<file path="src/rtl/sonar_ping_scheduler.sv">
// Sequences one sonar ping: filter clear, TX burst, echo blanking, then a listen window
// that stamps each channel's first comparator hit with the current PCM tick count.
module sonar_ping_scheduler #(
    parameter int NCH   = 10,
    parameter int TOF_W = 16
) (
    input  logic             wb_clk_i,
    input  logic             wb_rst_i,
    input  logic             ce_pcm,
    input  logic             start_i,
    input  logic             abort_i,
    input  logic             irq_clr_i,
    input  logic [7:0]       burst_len_i,
    input  logic [TOF_W-1:0] blank_len_i,
    input  logic [TOF_W-1:0] window_len_i,
    input  logic [NCH-1:0]   cmp_i,
    input  logic [3:0]       tof_sel_i,
    output logic             mclear_o,
    output logic             tx_o,
    output logic             busy_o,
    output logic             done_o,
    output logic             irq_o,
    output logic [NCH-1:0]   hit_o,
    output logic [TOF_W-1:0] tof_o
);

    typedef enum logic [2:0] {
        S_IDLE,
        S_CLEAR,
        S_TX,
        S_BLANK,
        S_LISTEN,
        S_DONE
    } state_t;

    state_t           state_q, state_d;
    logic [TOF_W-1:0] tcnt_q, tcnt_d;
    logic [7:0]       burst_q, burst_d;
    logic [TOF_W-1:0] blank_q, blank_d;
    logic [TOF_W-1:0] window_q, window_d;
    logic [NCH-1:0]   hit_q, hit_d;
    logic [TOF_W-1:0] tof_q [NCH];
    logic [TOF_W-1:0] tof_d [NCH];
    logic             irq_q, irq_d;
    logic [7:0]       burst_last;
    logic             counting;

    // A zero burst length still produces one tick of transmit.
    assign burst_last = (burst_q == 8'd0) ? 8'd0 : burst_q - 8'd1;
    assign counting   = (state_q == S_TX) || (state_q == S_BLANK) || (state_q == S_LISTEN);

    always_comb begin
        state_d  = state_q;
        tcnt_d   = tcnt_q;
        burst_d  = burst_q;
        blank_d  = blank_q;
        window_d = window_q;
        hit_d    = hit_q;
        tof_d    = tof_q;
        irq_d    = irq_q;

        if (counting && ce_pcm && (tcnt_q != '1)) begin
            tcnt_d = tcnt_q + TOF_W'(1);
        end
        if (irq_clr_i) begin
            irq_d = 1'b0;
        end

        case (state_q)
            S_IDLE: begin
                if (start_i) begin
                    burst_d  = burst_len_i;
                    blank_d  = blank_len_i;
                    window_d = window_len_i;
                    hit_d    = '0;
                    for (int k = 0; k < NCH; k++) tof_d[k] = '0;
                    irq_d    = 1'b0;
                    state_d  = S_CLEAR;
                end
            end
            S_CLEAR: begin
                tcnt_d  = '0;
                state_d = S_TX;
            end
            S_TX: begin
                if (ce_pcm && (tcnt_q == TOF_W'(burst_last))) begin
                    state_d = S_BLANK;
                end
            end
            S_BLANK: begin
                if (tcnt_q >= blank_q) begin
                    state_d = S_LISTEN;
                end
            end
            S_LISTEN: begin
                // Only the first hit per channel is stamped; later edges are ignored.
                for (int k = 0; k < NCH; k++) begin
                    if (cmp_i[k] && !hit_q[k]) begin
                        hit_d[k] = 1'b1;
                        tof_d[k] = tcnt_q;
                    end
                end
                if ((&hit_d) || (tcnt_q >= window_q)) begin
                    state_d = S_DONE;
                end
            end
            S_DONE: begin
                if (|hit_q) begin
                    irq_d = 1'b1;
                end
                state_d = S_IDLE;
            end
            default: state_d = S_IDLE;
        endcase

        // Abort drops the ping without completion; captures so far are kept as they were.
        if (abort_i && (state_q != S_IDLE)) begin
            state_d = S_IDLE;
            hit_d   = hit_q;
            tof_d   = tof_q;
            irq_d   = irq_clr_i ? 1'b0 : irq_q;
        end
    end

    always_ff @(posedge wb_clk_i) begin
        if (wb_rst_i) begin
            state_q  <= S_IDLE;
            tcnt_q   <= '0;
            burst_q  <= '0;
            blank_q  <= '0;
            window_q <= '0;
            hit_q    <= '0;
            for (int k = 0; k < NCH; k++) tof_q[k] <= '0;
            irq_q    <= 1'b0;
        end else begin
            state_q  <= state_d;
            tcnt_q   <= tcnt_d;
            burst_q  <= burst_d;
            blank_q  <= blank_d;
            window_q <= window_d;
            hit_q    <= hit_d;
            tof_q    <= tof_d;
            irq_q    <= irq_d;
        end
    end

    assign mclear_o = (state_q == S_CLEAR);
    assign tx_o     = (state_q == S_TX);
    assign busy_o   = (state_q != S_IDLE);
    assign done_o   = (state_q == S_DONE);
    assign irq_o    = irq_q;
    assign hit_o    = hit_q;

    always_comb begin
        tof_o = '0;
        for (int k = 0; k < NCH; k++) begin
            if (tof_sel_i == 4'(k)) begin
                tof_o = tof_q[k];
            end
        end
    end

endmodule
</file>
<file path="config.mk">
export PLATFORM = sky130hd
export DESIGN_NAME = sonar_ping_scheduler
export DESIGN_NICKNAME = d
export VERILOG_FILES = /design/src/rtl/sonar_ping_scheduler.sv
export SDC_FILE = /design/constraint.sdc
export NUM_CORES = 1
export LEC_CHECK = 0
export CAP_MARGIN = 25
export CORE_UTILIZATION = 55
export CTS_CLUSTER_SIZE = 20
export DETAILED_ROUTE_END_ITERATION = 10
export GPL_TIMING_DRIVEN = 0
export PLACE_DENSITY = 0.77
export SKIP_CTS_REPAIR_TIMING = 1
export SYNTH_ARGS = -nofsm -noshare
export SYNTH_HDL_FRONTEND = slang
export SYNTH_SLANG_ARGS = --single-unit
</file>
<file path="constraint.sdc">
create_clock -name wb_clk_i -period 3.3 [get_ports wb_clk_i]
set_input_delay 0.825 -clock wb_clk_i [delete_from_list [all_inputs] [get_ports wb_clk_i]]
set_output_delay 0.825 -clock wb_clk_i [all_outputs]
set_load 0.02 [all_outputs]
</file>
* After elaboration in Yosys (flattened, before gate mapping) *
Index checks and enable logic that the tools add are counted.

storage, ports and cells
  flip-flop bits (word level) = 230
  logic and storage cells = 156

cells by class
  eq/ne operators = 30
  bitwise logic cells = 1
  $add $sub $neg = 2
  reductions and logical operators = 49
  muxes and demuxes = 55
  magnitude comparators = 2

operators by type and width
  cell                   count
  $mux 16                20
  $pmux 160 s2           1
  $mux 160               1
  $reduce_and 4->1       11
  $ge 16x16->1           2
  $ne 2x1->1 const B     13
  $mux 1                 24
  $pmux 10 s2            1
  $add 16x1->16 const B  1
  $eq 16x8->1            1
  $eq 4x3->1 const B     4
  $ne 16x16->1 const B   1
  $pmux 3 s5             1
  $logic_and 1x1->1      14
  $mux 3                 4
  $logic_not 1->1        10
  $mux 10                1
  $reduce_and 10->1      1
  $reduce_or 10->1       1
  $eq 4x2->1 const B     2
  $eq 4x4->1 const B     2
  $logic_not 8->1        1
  $mux 8                 1
  $sub 8x1->8 const B    1
  15 further kinds       20

* Logic depth before layout (Yosys ltp) *
  depth after elaboration = 11
  depth in mapped cells = 9
  depth with buffers taken out = 8

* Worst setup path after synthesis *
No wires, ideal clock.

  path type = input -> output
  start = input port tof_sel_i[0]
  end = output port tof_o[10]
  buffers on the path = 2
  cell stages on the path = 7
  arrival time = 2.402 ns
  setup slack = 0.073 ns
  cells stage by stage = clkbuf_1 nor4_1 clkbuf_1 a222oi_1 nand3_1 o21ai_1 nand3_1

between the ends
  cells in the longest elaborated chain, start to end = 11
  elaborated cells between the ends (all ways) = 20

ends and longest elaborated chain
  element                RTL line  RTL
  start: declaration     17        input logic [3:0] tof_sel_i,
  $logic_not 4->1        157       if (tof_sel_i == 4'(k)) begin
  $mux 16 (9 in series)  157
  $mux 16 *              157
  end: declaration       24        output logic [TOF_W-1:0] tof_o

Every way passes the cells marked *; elsewhere a longest branch is shown, timed or not.

* Worst setup path after layout *
  start = input port tof_sel_i[1]
  end = output port tof_o[5]

The elaborated chain is that of the path after synthesis.

==> key figures <==
Floorplan
  – Initial Util: 56.02%
  – Num ports: 91
  – Die Y-Extent: 139.8 um
  – Cell Rows: 50
  – Die area: 19540 um2
  – Core area: 18640 um2
  – Die Wd: 139.8 um

Yosys
  – Mapped Area: 10440 um2
  – Post-synth EDFFs: 0
  – Distinct cells, synth: 62
  – Syn nets: 1457
  – Cells after synthesis: 1363
  – Register bit total from synthesis: 230
  – Mean Syn Cell Area: 7.662 um2
  – FFs w/ async S/R, synth: 0%
  – Main synth FF type: dfxtp_1
  – YS warnings: 0
  – Post-synthesis sequential area ratio: 44.09%

Hold path
  – HP Class: reg -> reg
  – Hold_sp: blank_q[6]$_SDFFE_PP0P_
  – Hold path endpoint: blank_q[6]$_SDFFE_PP0P_
  – Cell count of the worst hold path: 2

Layout
  – Most common cell after layout, fill and taps aside: nor2_1
  – Post-layout net count: 1584
  – Layout cells sized above 1: 8.234%
  – Diode count: 0
  – Most frequent cells in the layout: nor2_1 (351), dfxtp_1 (230), a21oi_1 (211)
  – # fillers: 1564
  – P&R area growth vs syn: 21.56%
  – Final Non-Filler Cells: 1740

Worst setup path
  – Worst path cell trace: buf_6 > nand2b_4 > buf_4 > nor2_4 > clkbuf_4 > a222oi_1 > nand3_1 > buf_2
  – Reg-to-reg startpoint: state_q[2]$_SDFFE_PP0P_
  – WP data arrival: 2.53 ns
  – Worst setup EP type: primary output
  – Slowest stage delay, CP: 0.62 ns
  – WS Path Type: in -> out
  – Type of origin of the critical path: input pin
  – Reg-to-reg slack, setup: 0.75 ns
  – CP max stage cell: a222oi_1
  – Worst EP required: 2.47 ns
  – CP Max Fanout: 10
  – Worst r2r dst: tof_q[87]$_SDFFE_PP0P_
  – Worst R2R Path Depth: 8

Clock network
  – Clock root cell: clkbuf_16
  – TritonCTS clock tree: yes
  – CTS H-Tree Depth: 1
  – Clock latency on the worst-skew pair: 0.53 ns
  – Clk slew on worst S/H paths: 0.06 ns
  – CTS sink cnt: 230
  – Total CTS buffers: 24
  – Clk buf depth: 3

Routing
  – DR DRC count: 0
  – Final antenna-violating net count: 0
  – 1st-iter DRT viols: 1222
  – Drt wl/cell: 18.80 um
  – Vias per Instance: 6.019
  – Final WL: 32720 um
  – Detailed Routing Iterations Pass 1: 8
  – Via Count: 10473

STA
  – Smallest hold slack: 0.4540 ns
  – Final worst path period need: 3.359 ns
  – Final setup fails: 2
  – Layout Skew: 0.02925 ns
  – Final TNS setup: -0.09912 ns
  – Max-slew headroom: 28.05%
  – Fmax achieved: 297.7 MHz
  – Final Cycle Share: 101.8%
  – Worst Max-Slew Pin Slew: 1.075 ns
  – Final Worst Setup Slack: -0.05870 ns
  – Unrepaired setup endpoints after global routing: true
  – Fin. Hold Viols: 0
  – Final Max Slew Viols: 0

Power and ir drop
  – Static Leak: 4.997 nW
  – Max VDD drop: 0.4169 mV
  – Power Total: 6.543 mW
  – Pwr/cell area: 515.4 nW/um2

Global route
  – GRT Residual Overflow: 0
  – Initial antenna violation count: 0
  – First-pass GRT wire length: 50400 um
  – Number of global-route vias before repair: 9654
  – GRT Total Usage: 32.66%
  – Pin count of the biggest net entering global routing: 14

Outcome
  – Failing checks: negative setup slack
  – Outcome: finished with violations

Placement
  – Dpl hpwl: 22470 um
  – Pre-CTS setup slack: -1.618 ns
  – RD Place Congestion: 0.9472
  – Port bufs: 87
  – Placed cells: 1686

Run
  – Maxcap violations: 0
## critical path: cells and delay by family
family | cells | cell delay, ns
AND/OR/NAND/NOR | 3 | 0.41
AO/OA/AOI/OAI | 1 | 0.62
buffers and inverters | 4 | 0.67
## through the flow
step	instance area (um2)	utilization, %
after floorplan	10440	-
after global placement	11610	62.26
after detailed placement	11620	62.31
after CTS	12430	66.70
after global routing	12700	68.10
final	12700	68.10
## synth_stat cells (2+ instances only)
library cell | count | area, um2
a2111oi_0 | 4 | 35.03
a211o_1 | 2 | 17.52
a211oi_1 | 5 | 37.54
a21o_1 | 3 | 22.52
a21oi_1 | 211 | 1056
a221oi_1 | 5 | 43.79
a222oi_1 | 27 | 270.3
a22oi_1 | 22 | 165.2
and3_1 | 4 | 25.02
and4_1 | 3 | 26.28
buf_2 | 17 | 85.08
clkbuf_1 | 80 | 300.3
dfxtp_1 | 230 | 4604
ha_1 | 34 | 425.4
inv_1 | 38 | 142.6
mux2i_1 | 10 | 100.1
nand2_1 | 122 | 457.9
nand2b_1 | 7 | 43.79
nand3_1 | 38 | 190.2
nand4_1 | 13 | 81.33
nor2_1 | 353 | 1325
nor2b_1 | 11 | 68.82
nor3_1 | 11 | 55.05
nor3b_1 | 5 | 37.54
nor4_1 | 3 | 18.77
nor4_4 | 2 | 42.54
o2111ai_1 | 2 | 17.52
o211ai_1 | 5 | 37.54
o21a_1 | 3 | 22.52
o21ai_0 | 14 | 70.07
o21ai_1 | 18 | 90.09
o22ai_1 | 3 | 18.77
o31ai_1 | 4 | 30.03
o41ai_1 | 2 | 17.52
or2_2 | 2 | 12.51
or3_1 | 2 | 12.51
or4b_1 | 2 | 20.02
xnor2_1 | 8 | 70.07
xor2_1 | 15 | 131.4
## report_power, final
part | internal, mW | switching (mW) | total [mW]
Combinational | 0.300 | 0.561 | 0.861
Sequential | 2.83 | 0.0389 | 2.87
Clock | 1.68 | 1.13 | 2.81
Total | 4.81 | 1.73 | 6.54
## flip-flops by register name, indices dropped and copies added (netlist names)
register,flops
burst_q,8
state_q,3
tcnt_q,16
hit_o,10
tof_q,160
window_q,16
blank_q,16
irq_o,1
## worst max path at each step
stage	startpoint	to	slack [ns]
after floorplan	tof_sel_i[0]	tof_o[10]	0.07
after global placement	tof_sel_i[3]	tof_o[2]	-1.60
after detailed placement	tof_sel_i[3]	tof_o[2]	-1.62
after CTS	tof_sel_i[3]	tof_o[0]	-1.58
after global routing	tof_sel_i[0]	tof_o[1]	-0.04
final	tof_sel_i[1]	tof_o[5]	-0.06
## layer usage
metal | track usage, % | wire (um)
met5 | 0 | 0
met4 | 17.24 | 1737
met3 | 4.474 | 2994
met2 | 54.58 | 15190
met1 | 40.96 | 12800
## cell families (layout without fill, tap and decap cells)
logic type      Yosys count  after routing  synth area share, %
simple gates            589            589                24.19
compound gates          337            337                19.28
flops                   230            230                44.09
buf+inv                 138            281                5.271
fa+ha+maj                34             34                4.073
xor+xnor                 23             23                1.929
mux                      12             12                1.174
## area by class of cell
type / count / area, um2 / share of cell area, %
Clock inverter: 9 / 133.9 / 1.054
Timing Repair Buffer: 101 / 939.7 / 7.401
Clock buffer: 33 / 684.4 / 5.391
Multi-Input combinational cell: 995 / 5444 / 42.88
Inverter: 38 / 142.6 / 1.123
Tap cell: 234 / 292.8 / 2.306
Buffer: 100 / 454.2 / 3.577
Sequential cell: 230 / 4604 / 36.27
Note: power is estimated with default switching activity, not from simulation.
